<file path="src/rtl/tpu_pkg.sv">
// ============================================================================
// Module   : tpu_pkg
// Purpose  : Shared types and constants for the PE array and its feeders.
//            Holds the input-skew FSM state encoding and the default
//            activation width shared with processing_element.
// Revision : 1.0  initial release
// ============================================================================
`default_nettype none

package tpu_pkg;

    // Default activation width; processing_element a_in uses the same value.
    localparam int c_DATA_W = 8;

    // Input skew feeder states.
    typedef enum logic [2:0] {
        IDLE = 3'd0,
        LOAD = 3'd1,
        FULL = 3'd2,
        FEED = 3'd3,
        DONE = 3'd4
    } skew_state_t;

    // Address width for an n-entry array, never less than one bit.
    function automatic int addr_w(input int n);
        return (n > 1) ? $clog2(n) : 1;
    endfunction

endpackage : tpu_pkg

`default_nettype wire

</file>
<file path="src/rtl/systolic_input_skew_buffer.sv">
// ============================================================================
// Module   : skew_tile_buffer
// Purpose  : NxN activation tile register file. One row-wide write port and
//            N independent read ports; read port i returns element i of the
//            row it addresses, so every lane can look at a different row.
// Ports    : clk       clock
//            i_we      write enable
//            i_waddr   row index to write
//            i_wdata   row data, element i at [i*DATA_W +: DATA_W]
//            i_raddr   per-lane row index, lane i at [i*RW +: RW]
//            o_rdata   per-lane element, lane i at [i*DATA_W +: DATA_W]
// Revision : 1.0  initial release
// ============================================================================
`default_nettype none

module skew_tile_buffer
    import tpu_pkg::*;
#(
    parameter int N      = 2,
    parameter int DATA_W = c_DATA_W,
    parameter int RW     = addr_w(N)
) (
    input  logic                clk,
    input  logic                i_we,
    input  logic [RW-1:0]       i_waddr,
    input  logic [N*DATA_W-1:0] i_wdata,
    input  logic [N*RW-1:0]     i_raddr,
    output logic [N*DATA_W-1:0] o_rdata
);

    // Tile contents carry no reset: a tile is always fully rewritten
    // before it is fed, so stale data is never observed.
    logic [N*DATA_W-1:0] r_mem [N];

    always_ff @(posedge clk) begin
        if (i_we) begin
            r_mem[i_waddr] <= i_wdata;
        end
    end

    for (genvar i = 0; i < N; i++) begin : g_rd
        assign o_rdata[i*DATA_W +: DATA_W] =
            r_mem[i_raddr[i*RW +: RW]][i*DATA_W +: DATA_W];
    end

endmodule : skew_tile_buffer

`default_nettype wire

</file>
<file path="src/rtl/systolic_input_skew.sv">
// ============================================================================
// Module   : systolic_input_skew
// Purpose  : Upstream feeder for the weight-stationary PE array. Collects one
//            NxN activation tile row by row from a valid/ready source, then
//            on start drives the left-edge PE inputs with a diagonal skew:
//            lane i lags lane 0 by i cycles.
// Ports    : clk         clock
//            reset       asynchronous active-high reset
//            in_valid    source row valid
//            in_ready    block can accept a row (decoded from state only)
//            in_data     tile row, element i at [i*DATA_W +: DATA_W]
//            start       begin feeding the buffered tile (honoured in FULL)
//            busy        high in LOAD, FULL and FEED
//            done        one-cycle pulse after the last lane output
//            a_out       lane i at [i*DATA_W +: DATA_W] -> row-i PE a_in
//            lane_valid  lane i -> valid of every PE in array row i
// Config   : SKEW_ZERO_FILL_EN defined   -> lanes outside their window drive 0
//            SKEW_ZERO_FILL_EN undefined -> lanes hold their last value
// Revision : 1.0  initial release
// ============================================================================
`default_nettype none

module systolic_input_skew
    import tpu_pkg::*;
#(
    parameter int N      = 2,
    parameter int DATA_W = c_DATA_W
) (
    input  logic                clk,
    input  logic                reset,
    input  logic                in_valid,
    output logic                in_ready,
    input  logic [N*DATA_W-1:0] in_data,
    input  logic                start,
    output logic                busy,
    output logic                done,
    output logic [N*DATA_W-1:0] a_out,
    output logic [N-1:0]        lane_valid
);

    localparam int CW = $clog2(2 * N);
    localparam int RW = addr_w(N);

    localparam logic [CW-1:0] c_T_LAST   = CW'(2 * N - 2);
    localparam logic [CW-1:0] c_ROW_LAST = CW'(N - 1);
    localparam logic [CW-1:0] c_N        = CW'(N);

    skew_state_t   r_state;
    logic [CW-1:0] r_row_cnt;
    logic [CW-1:0] r_t;

    logic                w_accept;
    logic [CW-1:0]       w_t_sel;
    logic [N-1:0]        w_in_win;
    logic [N*RW-1:0]     w_raddr;
    logic [N*DATA_W-1:0] w_rdata;
    logic [N*DATA_W-1:0] w_a_next;

    assign in_ready = (r_state == IDLE) || (r_state == LOAD);
    assign w_accept = in_valid && in_ready;

    // Outputs are registered, so the lane values loaded at a clock edge must
    // correspond to the step that becomes visible after that edge: step 0
    // when leaving FULL, otherwise the step after the current one.
    assign w_t_sel = (r_state == FULL) ? '0 : (r_t + CW'(1));

    skew_tile_buffer #(
        .N      (N),
        .DATA_W (DATA_W),
        .RW     (RW)
    ) u_buf (
        .clk     (clk),
        .i_we    (w_accept),
        .i_waddr (RW'(r_row_cnt)),
        .i_wdata (in_data),
        .i_raddr (w_raddr),
        .o_rdata (w_rdata)
    );

    // Lane i shows row (t - i) while that row index lies in [0, N).
    for (genvar i = 0; i < N; i++) begin : g_lane
        localparam logic [CW-1:0] c_LANE = CW'(i);

        assign w_in_win[i] = (w_t_sel >= c_LANE) && ((w_t_sel - c_LANE) < c_N);
        assign w_raddr[i*RW +: RW] = RW'(w_t_sel - c_LANE);

`ifdef SKEW_ZERO_FILL_EN
        assign w_a_next[i*DATA_W +: DATA_W] =
            w_in_win[i] ? w_rdata[i*DATA_W +: DATA_W] : '0;
`else
        assign w_a_next[i*DATA_W +: DATA_W] =
            w_in_win[i] ? w_rdata[i*DATA_W +: DATA_W] : a_out[i*DATA_W +: DATA_W];
`endif
    end

    always_ff @(posedge clk or posedge reset) begin
        if (reset) begin
            r_state    <= IDLE;
            r_row_cnt  <= '0;
            r_t        <= '0;
            busy       <= 1'b0;
            done       <= 1'b0;
            a_out      <= '0;
            lane_valid <= '0;
        end else begin
            done <= 1'b0;
            case (r_state)
                IDLE, LOAD: begin
                    // start is deliberately not examined here, even on the
                    // cycle that completes the tile.
                    if (w_accept) begin
                        busy <= 1'b1;
                        if (r_row_cnt == c_ROW_LAST) begin
                            r_state   <= FULL;
                            r_row_cnt <= '0;
                        end else begin
                            r_state   <= LOAD;
                            r_row_cnt <= r_row_cnt + CW'(1);
                        end
                    end
                end

                FULL: begin
                    if (start) begin
                        r_state    <= FEED;
                        r_t        <= '0;
                        a_out      <= w_a_next;
                        lane_valid <= w_in_win;
                    end
                end

                FEED: begin
                    // Lanes past their window either zero or hold; the final
                    // step therefore still loads w_a_next.
                    a_out <= w_a_next;
                    if (r_t == c_T_LAST) begin
                        r_state    <= DONE;
                        r_t        <= '0;
                        busy       <= 1'b0;
                        done       <= 1'b1;
                        lane_valid <= '0;
                    end else begin
                        r_t        <= r_t + CW'(1);
                        lane_valid <= w_in_win;
                    end
                end

                DONE: begin
                    r_state <= IDLE;
                end

                default: begin
                    r_state    <= IDLE;
                    r_row_cnt  <= '0;
                    r_t        <= '0;
                    busy       <= 1'b0;
                    lane_valid <= '0;
                end
            endcase
        end
    end

endmodule : systolic_input_skew

`default_nettype wire

</file>
<file path="config.mk">
export PLATFORM = sky130hd
export DESIGN_NAME = systolic_input_skew
export DESIGN_NICKNAME = d
export VERILOG_FILES = /design/src/rtl/tpu_pkg.sv /design/src/rtl/systolic_input_skew_buffer.sv /design/src/rtl/systolic_input_skew.sv
export SDC_FILE = /design/constraint.sdc
export NUM_CORES = 1
export LEC_CHECK = 0
export BUFFER_PORTS_ARGS = -buffer_cell sky130_fd_sc_hd__buf_2
export CAP_MARGIN = 20
export CORE_ASPECT_RATIO = 1.4
export CORE_MARGIN = 3
export CORE_UTILIZATION = 37
export CTS_BUF_LIST = sky130_fd_sc_hd__clkbuf_2 sky130_fd_sc_hd__clkbuf_4 sky130_fd_sc_hd__clkbuf_8
export DETAILED_ROUTE_END_ITERATION = 7
export GPL_ROUTABILITY_DRIVEN = 0
export SKIP_CTS_REPAIR_TIMING = 1
export SYNTH_ARGS = -nofsm -noshare
export SYNTH_HDL_FRONTEND = slang
export SYNTH_SLANG_ARGS = --single-unit
</file>
<file path="constraint.sdc">
create_clock -name clk -period 4.1 [get_ports clk]
set_clock_uncertainty 0.2 [all_clocks]
set_input_delay 0.82 -clock clk [delete_from_list [all_inputs] [get_ports clk]]
set_output_delay 0.82 -clock clk [all_outputs]
set_load 0.01 [all_outputs]
</file>
# [Word level (Yosys, flattened, before mapping)]
# Memories as Yosys holds them, arrays and structs flattened.
# Index checks and enable logic that the tools add are counted.
# Widths: inputs -> output; s select.
[totals] regBits=27 latch_bits=0 ramBits=32 rom_bits=0 in_bits=20 out_inout_bits=21 wordCells=68 mem_count=1
[classes] n_addsub=3 n_mul=0 div=0 magnitude_cmp=4 n_eq_ne=9 n_shift=0 n_mux=26 n_bitwise=3 reduce_logical=15
[memory_table] name="u_buf.r_mem" words=2 word_bits=16 read_ports=2 rd_clocked_by_memory_dff=0 wr=1 line="systolic_input_skew_buffer.sv:33" source="logic [N*DATA_W-1:0] r_mem [N];"
[op_table] cell="$pmux 16 s2" count=1
[op_table] cell="$mux 16" count=1
[op_table] cell="$mux 2" count=8
[op_table] cell="$mux 8" count=2
[op_table] cell="$pmux 2 s3" count=2
[op_table] cell="$mux 3" count=3
[op_table] cell="$pmux 3 s3" count=1
[op_table] cell="$eq 3x2->1 const B" count=2
[op_table] cell="$mux 1" count=6
[op_table] cell="$reduce_and 2->1" count=3
[op_table] cell="$reduce_and 3->1" count=2
[op_table] cell="$reduce_or 3->1" count=2
[op_table] cell="$add 2x1->2 const B" count=2
[op_table] cell="$ge 2x1->1 const B" count=2
[op_table] cell="$lt 2x2->1 const B" count=2
[op_table] cell="$ne 2x2->1 const B" count=2
[op_table] cell="$pmux 2 s2" count=1
[op_table] cell="$reduce_or 2->1" count=2
[op_table] cell="$eq 3x1->1 const B" count=1
[op_table] cell="$eq 3x3->1 const B" count=1
[op_table] cell="$logic_and 1x1->1" count=3
[op_table] cell="$logic_not 3->1" count=1
[op_table] cell="$not 1->1" count=3
[op_table] cell="$pmux 1 s3" count=1
[op_table] cell="other kinds (6)" count=6

# [Depth between registers and ports, before layout]
[depth] word_depth=8 mapped_depth=7 depth_no_buf=6

# [Cells and area by module]
# A second synthesis with hierarchy kept.
[unflattened] hier_cells=150 area_unflattened_um2=2518.7
[by_module_without_submodules] mod="systolic_input_skew" instances=1 cells_each=98 area_each_um2=1282.5 seq_area_each_um2=675.6
[by_module_without_submodules] mod="skew_tile_buffer" instances=1 cells_each=52 area_each_um2=1236.2 seq_area_each_um2=960.9

# [Worst setup path after synthesis]
# Ideal clock, no wire load.
[synth_timing] path_type="in2reg" from="input port in_valid" to="memory u_buf.r_mem[0][0] (netlist bit) (enable)" setup_time_ns=0.409 t_arrival_ns=2.095 slack_ns=1.396 stages=2 path_buffers=0 path_cell_list="nand2b_1 -> nor3_1"
[synth_via] elab_chain_cells=3
[synth_rtl] item="start: declaration" line="systolic_input_skew.sv:31" source="input logic in_valid,"
[synth_rtl] item="$logic_and 1x1->1" line="systolic_input_skew.sv:60" source="assign w_accept = in_valid && in_ready;"
[synth_rtl] item="$mux 1" line="systolic_input_skew_buffer.sv:36" source="if (i_we) begin"
[synth_rtl] item="$mux 1 (not written as such)" line="systolic_input_skew_buffer.sv:37" source="r_mem[i_waddr] <= i_wdata;"
[synth_rtl] item="end: declaration" line="systolic_input_skew_buffer.sv:33"
# Every way passes these cells.

# [Worst setup path in the final report]
[layout_timing] from="register r_t[0]" to="register a_out[14]"
[layout_via] elab_chain_cells=8
[layout_rtl] item="start: declaration" line="systolic_input_skew.sv:50" source="logic [CW-1:0] r_t;"
[layout_rtl] item="start signal: assignment" line="systolic_input_skew.sv:143" source="r_t <= r_t + CW'(1);"
[layout_rtl] item="$add 2x1->2 *" line="systolic_input_skew.sv:65" source="assign w_t_sel = (r_state == FULL) ? '0 : (r_t + CW'(1));"
[layout_rtl] item="$mux 2 *" line="systolic_input_skew.sv:65"
[layout_rtl] item="$sub 2x1->2" line="systolic_input_skew.sv:85" source="assign w_raddr[i*RW +: RW] = RW'(w_t_sel - c_LANE);"
[layout_rtl] item="$lt 2x2->1" line="systolic_input_skew.sv:84" source="assign w_in_win[i] = (w_t_sel >= c_LANE) && ((w_t_sel - c_LANE) < c_N);"
[layout_rtl] item="$logic_and 1x1->1" line="systolic_input_skew.sv:84"
[layout_rtl] item="$mux 8 *" line="systolic_input_skew.sv:92" source="w_in_win[i] ? w_rdata[i*DATA_W +: DATA_W] : a_out[i*DATA_W +: DATA_W];"
[layout_rtl] item="$mux 16" line="systolic_input_skew.sv:124" source="if (start) begin"
[layout_rtl] item="$pmux 16 s2 *" line="systolic_input_skew.sv:107" source="case (r_state)"
[layout_rtl] item="end signal: assignment" line="systolic_input_skew.sv:127" source="a_out <= w_a_next;"
[layout_rtl] item="end signal: assignment" line="systolic_input_skew.sv:135" source="a_out <= w_a_next;"
[layout_rtl] item="end: declaration" line="systolic_input_skew.sv:37" source="output logic [N*DATA_W-1:0] a_out,"
# Mark *: on every way between the ends. The rest lies on a longest branch, timed or not. The select of a mux whose other input is x is not followed.
# A chain may end at the register's enable or synchronous reset.

==> results.yml <==
power:
  p_seq_frac: 0.430
  p_int_mw: 1.43
  p_sw_mw: 0.767
  p_comb_frac: 0.329
  total_power_mw: 2.20
  ir_drop_uv: 262
  powerDensity_nw_per_um2: 784
  swShare: 0.349
  power_frac_clock: 0.241
  cellLeakagePower_nw: 1.15
sta:
  setup_viol: 0
  fmax_ghz: 0.430
  finalWorstSetupSlack_ns: 1.78
  finalMaxSlewViolations: 0
  rsz0062_at_grt: "no"
  holdWs_ns: 0.199
  hold_violations: 0
  final.period_utilization: 0.567
  worst_slew_pin_slew_ns: 0.793
  min_period_ns: 2.32
  relSlewSlack: 0.469
  setup_tns_ns: 0
die:
  core_area_um2: 5950
  dieWidth_um: 72.7
  num_rows: 33
  die_h_um: 99.4
  ios: 41
  die-area_um2: 7230
  floorplan.initialDensity: 0.388
drt:
  drc: 0
  routedWlPerCell_um: 13.8
  first_iter_violations: 73
  vias_per_cell: 4.85
  totalWireLength_um: 4250
  vias: 1490
  ant_nets: 0
  drt_pass1_iterations: 4
clock_tree:
  cts.sink_count: 59
  cts_made_buffers: 9
  root_buffer: "clkbuf_8"
  clkSlewWorstSetupHoldPaths_ns: 0.06
  cts_tree: "yes"
  htree_levels: 3
  clock_latency_ns: 0.32
  clock_path_buffers: 2
setup_path:
  path_class: "reg -> reg"
  r2r_start: "r_t[0]"
  crit_fanout: 17
  r2r_slack_ns: 1.78
  startpoint: "r_t[0]"
  critPathSlowestCell: "nor4b_4"
  worstPathRequired_ns: 4.14
  r2r_cells: 6
  end_kind: "flip-flop"
  r2r-end: "a_out[14]"
  arrival_ns: 2.37
  cp_slowest_stage_delay_ns: 0.73
  crit_chain: "inv_1 > ha_1 > xor2_1 > nor4b_4 > nor2_1 > a31oi_1"
  startpoint_type: "flip-flop"
placed_design:
  numPortBuffers: 40
  hpwl_um: 2860
  dp_slack_ns: 1.78
  place_area_um2: 2570
  numPlacedInstances: 290
logic_synthesis:
  synth_cell_types: 26
  syn-num-nets: 209
  seq_area_frac_synth: 0.709
  synth_top_cell_area_share: 0.416
  synthCells: 186
  synth_area_leaders: "edfxtp_1 42%, dfrtp_1 29%, nand2_1 6.3%, a31oi_1 4.6%, nor2_1 3.9%"
  synth_flop_cell: "edfxtp_1"
  async_reset_ff_frac: 0.458
  synthTopCellsByCount: "39 x nand2_1, 32 x edfxtp_1, 27 x dfrtp_1"
  synth_edf_count: 32
  synthesis.area_um2: 2310
  yosysTopAreaCell: "edfxtp_1"
  synth_area_per_cell_um2: 12.4
  yosys_warnings: 0
  ys_seq_elements: 59
  synth.most_common_cell: "nand2_1"
grt:
  overflow: 0
  grt_max_degree: 28
  grt_pass1_wl_um: 7150
  grt_pass1_vias: 1500
  antenna_found_initial: 0
  grt_usage: 0.134
layout:
  design_area_um2: 2800
  antenna_cells: 0
  fillCellCount: 579
  nets: 255
  layout-drive-gt1-share: 0.262
  stdcell_count: 307
  area_delta_synth_final_pct: 21.5
  utilization: 0.472
job:
  max-cap-violations: 0
run_status:
  status: "finished clean"
min_path:
  min_path_type: "in -> async"
-- per-layer routing --
layer	track usage	wire (um)
met1	0.149	1660
met2	0.222	2310
met3	0.0415	189
met4	0.0810	82
met5	0	0
-- cells in the final DEF, fill, tap and decap left out --
| cell type | Yosys | layout |
|---|---|---|
| buf_16 | 0 | 1 |
| nor3b_1 | 2 | 2 |
| o21ai_1 | 1 | 1 |
| nand4b_1 | 1 | 1 |
| nand2_1 | 39 | 39 |
| dfrtp_1 | 27 | 27 |
| nand2b_4 | 1 | 1 |
| a32o_1 | 2 | 2 |
| nor3_2 | 0 | 1 |
| bufinv_16 | 0 | 1 |
| clkinv_1 | 0 | 2 |
| o21ai_2 | 1 | 1 |
| xor2_1 | 1 | 1 |
| edfxtp_1 | 32 | 32 |
| o21ai_0 | 4 | 4 |
| ha_1 | 3 | 3 |
| nor2_1 | 24 | 24 |
| a21oi_2 | 1 | 1 |
| nand2b_1 | 5 | 5 |
| nor4b_4 | 1 | 1 |
| o22ai_1 | 2 | 2 |
| clkbuf_4 | 0 | 2 |
| buf_4 | 0 | 2 |
| a21oi_1 | 4 | 4 |
| inv_1 | 5 | 5 |
| clkbuf_8 | 0 | 11 |
| nor2b_1 | 2 | 2 |
| o21a_1 | 2 | 2 |
| a31oi_1 | 17 | 17 |
| buf_2 | 4 | 40 |
-- power groups by stage --
stage	Clock [mW]	Sequential [mW]	Combinational, mW
finish	0.529	0.946	0.723
global route	0.570	0.976	0.827
detailed placement	0	0.960	0.738
CTS	0.547	0.949	0.739
floorplan	0	0.958	0.509
global placement	0	0.958	0.713
-- cell type report --
type | count | area [um2] | share of cell area
clock buffer | 13 | 166 | 0.0593
clock inverter | 3 | 37.5 | 0.0134
inverter | 5 | 18.8 | 0.00669
multi-input combinational | 114 | 614 | 0.219
sequential | 59 | 1640 | 0.584
tap | 70 | 87.6 | 0.0312
timing repair buffer | 43 | 243 | 0.0866
-- worst max-delay path: cells and delay by family (launching register included) --
family | cells | cell delay [ns]
flops | 1 | 0.40
compound gates | 1 | 0.16
fa+ha+maj | 1 | 0.34
xor+xnor | 1 | 0.19
simple gates | 2 | 0.82
buf+inv | 1 | 0.12
-- state kept, by name, indices dropped and copies added, names as in the netlist --
name,flops
a_out,16
busy,1
done,1
lane_valid,2
r_row_cnt,2
r_state,3
r_t,2
u_buf.r_mem,32
-- how the worst max path moves through the flow --
stage	cells after the start	endpoint
2_1_floorplan	2	u_buf.r_mem[0][0]
3_3_place_gp	5	a_out[14]
3_5_place_dp	6	a_out[14]
4_1_cts	2	in_ready
5_1_grt	6	lane_valid[1]
6_report	6	a_out[14]
-- kinds of logic after synthesis --
logic type	count (synthesis)	share of synthesized area
and+or+nand+nor	76	0.150
xor gates and xnor gates	1	0.00380
AOI/OAI and AO/OA	34	0.0938
buffers and inverters	13	0.0266
adders and majority gates	3	0.0163
DFF	59	0.709
Power figures use the tool's default switching activity.
